===== src/rtl/sp_pkg.sv =====
// rtl/sp_pkg.sv - shared scratchpad constants and result-writer state encoding
package sp_pkg;

  localparam int BUS_WIDTH  = 32;
  localparam int MAX_DIM    = 4;
  localparam int ADDR_WIDTH = 4;
  localparam int NUM_WORDS  = MAX_DIM * MAX_DIM;
  localparam int FLAT_WIDTH = BUS_WIDTH * NUM_WORDS;
  localparam int BIT_IDX_W  = $clog2(FLAT_WIDTH);

  typedef enum logic [1:0] {
    IDLE  = 2'd0,
    WRITE = 2'd1,
    DONE  = 2'd2
  } wr_state_e;

endpackage


===== src/rtl/sp_wr_addr_gen.sv =====
// rtl/sp_wr_addr_gen.sv - row-major row/col counter producing the scratchpad write address
module sp_wr_addr_gen
  import sp_pkg::*;
(
  input  logic                  clk_i,
  input  logic                  rst_n_i,
  input  logic                  clr_i,
  input  logic                  adv_i,
  input  logic [1:0]            row_bound_i,
  input  logic [1:0]            col_bound_i,
  output logic                  last_o,
  output logic [ADDR_WIDTH-1:0] addr_o
);

  logic [1:0] row_q;
  logic [1:0] col_q;

  // Step through the matrix in row-major order, wrapping col at its bound.
  always_ff @(posedge clk_i or negedge rst_n_i) begin
    if (!rst_n_i) begin
      row_q <= 2'd0;
      col_q <= 2'd0;
    end else if (clr_i) begin
      row_q <= 2'd0;
      col_q <= 2'd0;
    end else if (adv_i) begin
      if (col_q == col_bound_i) begin
        col_q <= 2'd0;
        row_q <= row_q + 2'd1;
      end else begin
        col_q <= col_q + 2'd1;
      end
    end
  end

  // Flat address and final-element flag from the current position.
  always_comb begin
    addr_o = ADDR_WIDTH'(row_q) * ADDR_WIDTH'(MAX_DIM) + ADDR_WIDTH'(col_q);
    last_o = (row_q == row_bound_i) && (col_q == col_bound_i);
  end

endmodule


===== src/rtl/sp_result_writer.sv =====
// rtl/sp_result_writer.sv - serializes a flat result matrix into a scratchpad slot (option: SP_WR_CLEAR_PAD_EN)
module sp_result_writer
  import sp_pkg::*;
(
  input  logic                  clk_i,
  input  logic                  rst_n_i,
  input  logic                  start_i,
  input  logic [1:0]            n_dim_i,
  input  logic [1:0]            m_dim_i,
  input  logic [1:0]            target_sel_i,
  input  logic [FLAT_WIDTH-1:0] mat_flat_i,
  input  logic                  hold_i,
  output logic [ADDR_WIDTH-1:0] addr_o,
  output logic [BUS_WIDTH-1:0]  din_o,
  output logic                  ien_o,
  output logic [1:0]            element_write_sel_o,
  output logic                  busy_o,
  output logic                  done_o
);

  wr_state_e             state_q;
  wr_state_e             state_d;
  logic [FLAT_WIDTH-1:0] mat_q;
  logic [1:0]            n_q;
  logic [1:0]            m_q;
  logic [1:0]            sel_q;
  logic                  capture;
  logic                  cnt_clr;
  logic                  cnt_adv;
  logic                  cnt_last;
  logic [ADDR_WIDTH-1:0] cnt_addr;
  logic [1:0]            row_bound;
  logic [1:0]            col_bound;
  logic [BIT_IDX_W-1:0]  word_lsb;
  logic [BUS_WIDTH-1:0]  word_sel;
  logic [BUS_WIDTH-1:0]  word_out;

  // Padding mode sweeps the full slot; otherwise only the n x m region.
  always_comb begin
`ifdef SP_WR_CLEAR_PAD_EN
    row_bound = 2'(MAX_DIM - 1);
    col_bound = 2'(MAX_DIM - 1);
`else
    row_bound = n_q;
    col_bound = m_q;
`endif
  end

  sp_wr_addr_gen u_addr_gen (
    .clk_i       (clk_i),
    .rst_n_i     (rst_n_i),
    .clr_i       (cnt_clr),
    .adv_i       (cnt_adv),
    .row_bound_i (row_bound),
    .col_bound_i (col_bound),
    .last_o      (cnt_last),
    .addr_o      (cnt_addr)
  );

  // Pick the captured word at the current address; zero it outside the region when padding.
  always_comb begin
    word_lsb = BIT_IDX_W'(cnt_addr) * BIT_IDX_W'(BUS_WIDTH);
    word_sel = mat_q[word_lsb +: BUS_WIDTH];
`ifdef SP_WR_CLEAR_PAD_EN
    if ((cnt_addr[ADDR_WIDTH-1:2] <= n_q) && (cnt_addr[1:0] <= m_q)) begin
      word_out = word_sel;
    end else begin
      word_out = '0;
    end
`else
    word_out = word_sel;
`endif
  end

  // Snapshot the job on the accepting edge so the producer may change its inputs.
  always_ff @(posedge clk_i or negedge rst_n_i) begin
    if (!rst_n_i) begin
      mat_q <= '0;
      n_q   <= 2'd0;
      m_q   <= 2'd0;
      sel_q <= 2'd0;
    end else if (capture) begin
      mat_q <= mat_flat_i;
      n_q   <= n_dim_i;
      m_q   <= m_dim_i;
      sel_q <= target_sel_i;
    end
  end

  // State register.
  always_ff @(posedge clk_i or negedge rst_n_i) begin
    if (!rst_n_i) begin
      state_q <= IDLE;
    end else begin
      state_q <= state_d;
    end
  end

  // Next state and port outputs; the port is driven only while writing.
  always_comb begin
    state_d             = state_q;
    capture             = 1'b0;
    cnt_clr             = 1'b0;
    cnt_adv             = 1'b0;
    ien_o               = 1'b0;
    addr_o              = '0;
    din_o               = '0;
    element_write_sel_o = 2'd0;
    busy_o              = (state_q != IDLE);
    done_o              = 1'b0;
    case (state_q)
      IDLE: begin
        if (start_i) begin
          capture = 1'b1;
          cnt_clr = 1'b1;
          state_d = WRITE;
        end
      end
      WRITE: begin
        ien_o               = !hold_i;
        cnt_adv             = !hold_i;
        addr_o              = cnt_addr;
        din_o               = word_out;
        element_write_sel_o = sel_q;
        if (!hold_i && cnt_last) begin
          state_d = DONE;
        end
      end
      DONE: begin
        done_o  = 1'b1;
        state_d = IDLE;
      end
      default: begin
        state_d = IDLE;
      end
    endcase
  end

endmodule

===== config.mk =====
export PLATFORM = sky130hd
export DESIGN_NAME = sp_result_writer
export DESIGN_NICKNAME = d
export VERILOG_FILES = /design/src/rtl/sp_pkg.sv /design/src/rtl/sp_wr_addr_gen.sv /design/src/rtl/sp_result_writer.sv
export SDC_FILE = /design/constraint.sdc
export NUM_CORES = 1
export LEC_CHECK = 0
export CAP_MARGIN = 20
export CORE_MARGIN = 5
export CORE_UTILIZATION = 46
export DETAILED_ROUTE_END_ITERATION = 8
export PLACE_DENSITY = 0.74
export SLEW_MARGIN = 20
export SYNTH_ARGS = -nofsm -noshare
export SYNTH_HDL_FRONTEND = slang
export SYNTH_SLANG_ARGS = --single-unit

===== constraint.sdc =====
create_clock -name clk_i -period 2.8 [get_ports clk_i]
set_input_delay 0.42 -clock clk_i [delete_from_list [all_inputs] [get_ports clk_i]]
set_output_delay 0.42 -clock clk_i [all_outputs]
set_load 0.05 [all_outputs]

Word-level counts from Yosys, hierarchy flattened
Cells that the tools add are included.
Storage, ports and cells
  output and inout port bits: 41
  register bits: 524
  input port bits: 522
  word-level logic and storage cells: 42
Cells by class
  add/sub/neg operators: 3
  reduce and logical (&&, ||, !) cells: 9
  muxes and demuxes: 16
  shifts and indexed selects: 1
  equal/unequal tests: 6
Operators with widths (count)
  512-bit by 10-bit variable part select with 32-bit output: 1
  32-bit two-way mux: 1
  2-bit two-way mux: 9
  2-bit nonzero test: 3
  2-bit by 1-bit adder with 2-bit output, second input constant: 2
  4-bit by 2-bit adder with 4-bit output: 1
  2-bit == test: 2
  1-bit two-way mux: 4
  4-bit two-way mux: 1
  2-bit inequality test, second input constant: 2
  2-bit case mux with 2 select lines: 1
  2-bit AND reduction: 2
  2-bit by 1-bit == test with 1-bit output, second input constant: 1
  2-bit == test, second input constant: 1
  1-bit logical AND: 2
  2-bit zero test: 1
  1-bit zero test: 1

Logic depth before layout (Yosys ltp)
Gate-level depths: netlist of the first run.
  depth after elaboration: 5
  mapped depth: 7
  gate-level depth less buffers: 5

Hierarchy
A second synthesis of the first run with hierarchy kept.
Unflattened totals
  cell total of the unflattened synthesis: 1596
  area total of the unflattened synthesis: 26626.8 um^2
Modules (own cells, without submodules)
  sp_result_writer: sequential area each 13012.5 um^2, cells an instance 1570, area an instance 26374.0 um^2, instances 1
  sp_wr_addr_gen: sequential area each 100.1 um^2, cells an instance 26, area an instance 252.7 um^2, instances 1

Worst setup path before layout of the first run
Ideal clock, no wire load.
  path kind: flip-flop to output port
  start point: register u_addr_gen.row_q[0]
  end point: output port din_o[13]
  arrival time: 1873 ps
  cell stages (with the launch flop): 8
  path slack: 507 ps
  required time: 2380 ps
  cell sequence: dfrtp_1 > buf_6 > and2_1 > clkbuf_1 > buf_2 > a22oi_1 > nand2_1 > o21ai_1
On the way
  cells in the longest elaborated chain, start to end: 3
RTL lines
  start, declared: line sp_wr_addr_gen.sv:15  | logic [1:0] row_q;
  start signal, assigned: line sp_wr_addr_gen.sv:29  | row_q <= row_q + 2'd1;
  4-bit by 2-bit adder with 4-bit output: line sp_wr_addr_gen.sv:38  | addr_o = ADDR_WIDTH'(row_q) * ADDR_WIDTH'(MAX_DIM) + ADDR_WIDTH'(col_q);
  512-bit by 10-bit variable part select with 32-bit output: line sp_result_writer.sv:63  | word_sel = mat_q[word_lsb +: BUS_WIDTH];
  32-bit two-way mux: line sp_result_writer.sv:111  | case (state_q)
  end, declared: line sp_result_writer.sv:14  | output logic [BUS_WIDTH-1:0] din_o,
Every way passes these cells.

Final worst setup path of the first run
  start point: register u_addr_gen.col_q[0]
  end point: output port din_o[4]
On the way
  cells in the longest elaborated chain, start to end: 3
RTL lines
  start, declared: line sp_wr_addr_gen.sv:16  | logic [1:0] col_q;
  start signal, assigned: line sp_wr_addr_gen.sv:31  | col_q <= col_q + 2'd1;
  4-bit by 2-bit adder with 4-bit output: line sp_wr_addr_gen.sv:38
  512-bit by 10-bit variable part select with 32-bit output: line sp_result_writer.sv:63
  32-bit two-way mux: line sp_result_writer.sv:111
Every way passes these cells.

==> results of run 1 <==
[report_power, final]
| group | leakage (nW) | internal (mW) | switching [mW] |
|---|---|---|---|
| sequential | 6.54 | 11.1 | 2.17 |
| clock | 0.953 | 4.58 | 3.15 |
| combinational | 9.08 | 7.55 | 11.4 |
[registers in the layout, summed over array words and instances (netlist names)]
signal / cells
u_addr_gen.row_q: 2
sel_q: 2
n_q: 2
u_addr_gen.col_q: 2
mat_q: 512
col_bound: 2
state_q: 2
[cell type report]
type                       count  area [um2]  share of cell area, %
multi-input combinational   2081       10800                   31.8
inverter                       3        11.3                 0.0330
sequential                   524       13100                   38.5
antenna                        2        5.00                 0.0147
clock buffer                  77        1620                   4.75
tap                          688         861                   2.52
clock inverter                22         285                  0.837
timing repair buffer         666        7360                   21.6
[per-layer routing]
metal | up-vias | wire length [um]
met3 | 194 | 5970
met2 | 840 | 45200
met4 | 4 | 3770
li1 | 10003 | -
met5 | - | 31
met1 | 10729 | 34000
[cells in the final DEF (no fill, tap or decap), drive strengths merged, types with 10 or more instances in the layout]
cell type | Yosys | layout
and2 | 10 | 11
clkbuf | 63 | 85
nor2b | 6 | 10
o21ai | 34 | 34
buf | 119 | 131
nand2 | 1589 | 1589
dfrtp | 524 | 524
clkinv | 0 | 13
clkdlybuf4s50 | 0 | 522
a22oi | 128 | 128
nand3 | 34 | 34
mux2i | 258 | 258
[synth_stat cells]
library cell,count
a21oi_1,1
a22oi_1,128
a32o_1,1
and2_1,10
and2b_1,1
buf_1,8
buf_12,3
buf_2,47
buf_4,49
buf_6,12
clkbuf_1,56
clkbuf_4,7
dfrtp_1,524
inv_1,2
inv_2,1
mux2i_1,258
nand2_1,1588
nand2_2,1
nand2b_1,1
nand3_1,34
nor2_1,6
nor2b_1,6
nor4b_2,1
o21ai_1,34
or3b_1,1
xnor2_1,2
xor2_1,3
[worst paths after layout]
kind,endpoint,slack (ns),startpoint,cells after the start
setup / recovery,din_o[4],-0.12,u_addr_gen.col_q[0],8
hold / removal,mat_q[155],0.34,mat_flat_i[155],3
setup reg to reg,mat_q[301],0.67,state_q[1],6
hold reg to reg,mat_q[151],0.47,mat_q[151],2
max in group asynchronous,mat_q[265],1.44,rst_n_i,4
min in group asynchronous,mat_q[153],0.35,rst_n_i,2
[critical path, stage by stage (launching register included)]
cell,delay [ns]
dfrtp_4,0.51
buf_12,0.17
buf_16,0.17
clkbuf_16,0.17
mux2i_1,0.12
a22oi_1,0.23
nand2_1,0.14
o21ai_2,0.19
buf_6,0.18
[logic make-up (layout without fill, tap and decap cells)]
family | count (synthesis) | in the layout | synth area share, %
other | 0 | 2 | 0
AND/OR/NAND/NOR | 1649 | 1654 | 25.9
flip-flops | 524 | 524 | 54.0
multiplexers | 258 | 258 | 10.6
AO/OA/AOI/OAI | 164 | 164 | 4.72
buffers and inverters | 185 | 768 | 4.54
XOR/XNOR | 5 | 5 | 0.180
[timing repair]
action | CTS | global route
pin swaps | 22 | 52
endpoints found under the hold margin | 47 | 0
gates resized for setup | 124 | 114
hold buffers | 1 | 0
setup endpoints to repair | 36 | 32
buffers inserted | 26 | 5
gates cloned | 13 | 12
==> results.py, run 1 <==
metrics = {
    "clock_tree": {
        "worstSkewPairLatency_ns": 0.61,
        "clockBufferDepth": 3,
        "htreeDepth": 2,
        "numCtsBuffers": 55,
        "cts_root_buf": "clkbuf_16",
        "cts.clk_slew.worst_paths_ns": 0.06,
        "tritoncts": "yes",
        "clock_sinks": 524,
    },
    "logic_synthesis": {
        "ys_ff_latch": 524,
        "yosysTopAreaCell": "dfrtp_1",
        "synth_area_leaders": "dfrtp_1, nand2_1, mux2i_1, a22oi_1, buf_4",
        "synth_top_area_share_pct": 54.0,
        "synthCells": 2785,
        "seq_area_frac_synth_pct": 54.0,
        "ys_types": 27,
        "syn_area_um2": 24300,
        "ys_warn_count": 0,
        "avgSynthCellArea_um2": 8.72,
        "synth_nets": 3307,
    },
    "detailed_routing": {
        "dr.first_iter.drc_count": 1784,
        "post_drt_wl_per_cell_um": 21.9,
        "via_per_inst": 5.36,
        "num_vias": 21770,
        "routed_wl_mm": 89.0,
        "ant_nets": 0,
        "drc": 0,
        "dr.pass1.iters": 7,
    },
    "cells_and_area": {
        "drive_above_1_share_pct": 11.4,
        "fin_nets": 3853,
        "fill_cells": 4240,
        "design_area_um2": 34100,
        "areaGrowthSynthToFinish_pct": 40.4,
        "final_cell_count_no_fill": 4063,
        "final_util_pct": 65.0,
    },
    "die": {
        "die_h_um": 240,
        "die_area_um2": 57500,
        "num_rows": 84,
        "fp.dieW_um": 240,
        "io_pins": 563,
        "start_util_pct": 46.3,
        "core_area_um2": 52400,
    },
    "global_routing": {
        "grt_pass1_wl_mm": 130,
        "antenna_found_initial": 3,
        "grtUsageTotal_pct": 29.3,
        "use_met1_pct": 36.1,
        "grt_busiest_layer": "met2",
        "grt_use_met2_pct": 51.2,
        "gr-total-overflow": 0,
        "gr-usage-met3_pct": 5.14,
        "grt_pass1_vias": 22525,
        "grt_max_degree": 91,
    },
    "power_and_ir_drop": {
        "ir_worst_vdd_v": 0.000962,
        "p_leak_nw": 16.6,
        "p_total_mw": 39.9,
        "power_density_nw_per_um2": 1170,
    },
    "worst_setup_path": {
        "worst_setup_path_end_kind": "output pin",
        "worstPathArrival_ns": 2.50,
        "path_class": "reg -> out",
        "cp_max_fo": 8,
        "start_kind": "flip-flop",
        "required_ns": 2.38,
    },
    "timing": {
        "max_freq_mhz": 343,
        "rsz0062_at_grt": "yes",
        "slew_headroom_pct": 58.2,
        "skew_ns": 0.0164,
        "post-route-worst-setup-slack_ns": -0.118,
        "max_slew.worst_pin.slew_ns": 0.625,
        "finalSetupViolCount": 11,
        "period_minus_slack_ns": 2.92,
        "post-route-period-util_pct": 104,
        "hold_viol": 0,
        "finalSetupTns_ns": -0.459,
        "slew_violations": 0,
        "holdWs_ns": 0.337,
    },
    "place": {
        "dpl.hpwl_mm": 61.7,
        "place_ws_ns": 0.129,
        "placed_cell_area_um2": 30400,
        "gp_congestion": 0.918,
        "portBuffers": 562,
        "dp_cells": 3909,
    },
    "run": {
        "maxCapViolCount": 0,
    },
    "outcome": {
        "status": "complete, but fails checks",
        "violations": "setup timing",
    },
    "worst_hold_path": {
        "hold_path.class": "in -> reg",
    },
}
No activity file was read; power rests on OpenSTA's default activity.
==> run 2: changes to the inputs <==
--- a/config.mk
+++ b/config.mk
@@ -9,7 +9,8 @@
 export CORE_MARGIN = 5
 export CORE_UTILIZATION = 46
 export DETAILED_ROUTE_END_ITERATION = 8
-export PLACE_DENSITY = 0.74
+export DONT_BUFFER_PORTS = 1
+export GPL_ROUTABILITY_DRIVEN = 0
 export SLEW_MARGIN = 20
 export SYNTH_ARGS = -nofsm -noshare
 export SYNTH_HDL_FRONTEND = slang
==> run 2 against run 1 <==
Net effect:
- the run ends with hold timing, slew limit, setup timing left
- count of clock-buffer cells in the layout is 2 higher
- clock power is 5.4% higher
- critical path type unchanged
- critical endpoint is now din_o[7]
- final cell count is 0.44% lower
- via count is 2.1% higher
- utilization is 0.17 points higher
- largest cell class unchanged
- setup slack worse by 0.052 ns
- hold slack worse by 0.84 ns
==> results.py, run 2 (same netlist as run 1, synthesis figures left out) <==
metrics = {
    "outcome": {
        "status": "complete, but fails checks",
        "violations": "hold timing, slew limit, setup timing",
    },
    "cells_and_area": {
        "regMostFlops": "mat_q",
        "areaGrowthSynthToFinish_pct": 40.8,
        "drive_above_1_share_pct": 11.9,
        "largest_register_ffs": 512,
        "final_cell_count_no_fill": 4045,
        "design_area_um2": 34200,
        "multi_input_area_um2": 11000,
        "seq_area_um2": 13100,
        "final_util_pct": 65.2,
        "final_common_cell": "nand2_1",
        "final_cell_mix": "nand2_1, dfrtp_1, dlygate4sd3_1",
        "fill_cells": 3892,
        "fin_nets": 3821,
    },
    "power_and_ir_drop": {
        "power_density_nw_per_um2": 1200,
        "p_leak_nw": 16.6,
        "ir_worst_vdd_v": 0.00114,
    },
    "worst_setup_path": {
        "cp_max_fo": 6,
        "worst_setup_path_end_kind": "output pin",
        "start_kind": "flip-flop",
        "required_ns": 2.38,
        "crit_start": "u_addr_gen.col_q[0]",
        "rr_worst_depth": 6,
        "r2r_slack_ns": 0.43,
        "path_class": "reg -> out",
        "reg2reg_from": "state_q[1]",
        "worstPathArrival_ns": 2.55,
    },
    "clock_tree": {
        "cts_root_buf": "clkbuf_16",
        "tritoncts": "yes",
        "htreeDepth": 2,
        "cts.clk_slew.worst_paths_ns": 0.06,
        "worstSkewPairLatency_ns": 0.61,
        "hold_buffers": 517,
        "numCtsBuffers": 55,
        "clockBufferDepth": 3,
        "clock_sinks": 524,
    },
    "timing": {
        "hold_viol": 524,
        "max_slew.worst_pin.slew_ns": 1.94,
        "period_minus_slack_ns": 2.97,
        "finalSetupTns_ns": -2.79,
        "finalSetupViolCount": 32,
        "post-route-period-util_pct": 106,
        "post-route-worst-setup-slack_ns": -0.170,
        "slew_headroom_pct": -29.1,
        "holdWs_ns": -0.499,
        "slew_violations": 210,
        "max_freq_mhz": 337,
        "rsz0062_at_grt": "yes",
        "skew_ns": 0.0211,
    },
    "global_routing": {
        "grt_pass1_vias": 23313,
        "grt_pass1_wl_mm": 138,
        "grt_max_degree": 525,
        "gr-total-overflow": 0,
        "antenna_found_initial": 8,
        "grtUsageTotal_pct": 31.4,
    },
    "detailed_routing": {
        "routed_wl_mm": 94.5,
        "post_drt_wl_per_cell_um": 23.4,
        "ant_nets": 0,
        "drc": 0,
        "num_vias": 22230,
        "dr.pass1.iters": 7,
        "dr.first_iter.drc_count": 2008,
        "via_per_inst": 5.50,
    },
    "worst_hold_path": {
        "hold_path.class": "in -> async",
    },
    "die": {
        "die_h_um": 240,
        "core_area_um2": 52400,
        "io_pins": 563,
        "fp.dieW_um": 240,
        "start_util_pct": 46.3,
        "num_rows": 84,
        "die_area_um2": 57500,
    },
    "place": {
        "dp_cells": 3368,
        "dpl.hpwl_mm": 58.1,
        "placed_cell_area_um2": 25000,
        "portBuffers": 0,
    },
    "run": {
        "maxCapViolCount": 0,
    },
}
[run 2: changes by cell type in the layout (fill, tap and decap cells not counted), moves of 8 or more]
| cell | before | now |
|---|---|---|
| buf_4 | 36 | 26 |
| clkdlybuf4s50_1 | 522 | 0 |
| diode_2 | 2 | 14 |
| dlygate4sd3_1 | 1 | 517 |
| mux2i_1 | 225 | 200 |
| mux2i_2 | 28 | 45 |
| mux2i_4 | 5 | 13 |
[run 2: routing by layer]
layer / track usage [%] / share of wire, %
met4: 19.3 / 6.8
met5: 0 / 0
met1: 37.2 / 37
met2: 53.4 / 50
met3: 5.54 / 7.1
[run 2: metrics by stage]
| step | total power, mW | setup WS [ns] |
|---|---|---|
| detailed placement | 28.6 | 0.0258 |
| global placement | 28.2 | 0.0420 |
| floorplan | 23.3 | 0.507 |
| CTS | 39.9 | -0.151 |
| finish | 40.9 | -0.170 |
| global route | 43.1 | -0.182 |
[run 2: path summary, 6_finish.rpt]
check / to
worst max-delay path: din_o[7]
worst min-delay path: mat_q[164]
worst max register to register: mat_q[269]
worst min register to register: mat_q[477]
max in group asynchronous: u_addr_gen.col_q[0]
min in group clk_i: mat_q[60]
[run 2: worst max-delay path: stages (launching register included)]
cell and delay [ns]:
dfrtp_4 0.50, buf_12 0.17, buf_16 0.16, buf_4 0.14, mux2i_1 0.18, a22oi_1 0.22, nand2_1 0.14, o21ai_2 0.23
buf_6 0.19
[run 2: timing repair]
item	4_1_cts	5_1_grt
endpoints found under the hold margin	1041	524
pin swaps	47	43
setup buffers	21	2
endpoints found under the setup margin	33	32
cloned	13	9
gates resized for setup	206	59
[run 2: power breakdown]
part	leakage [nW]	total [mW]	switching, mW	internal, mW
logic	9.09	19.4	11.7	7.72
registers	6.54	13.4	2.25	11.1
clock network	1.00	8.15	3.17	4.98
total	16.6	40.9	17.1	23.8
[run 2: final cells by class]
type | count | share of cell area (%)
clock inverter | 22 | 1.12
tap | 688 | 2.52
clock buffer | 79 | 4.79
multi-input combinational | 2077 | 32.1
timing repair buffer | 638 | 20.9
sequential | 524 | 38.4
inverter | 3 | 0.0329
antenna | 14 | 0.102
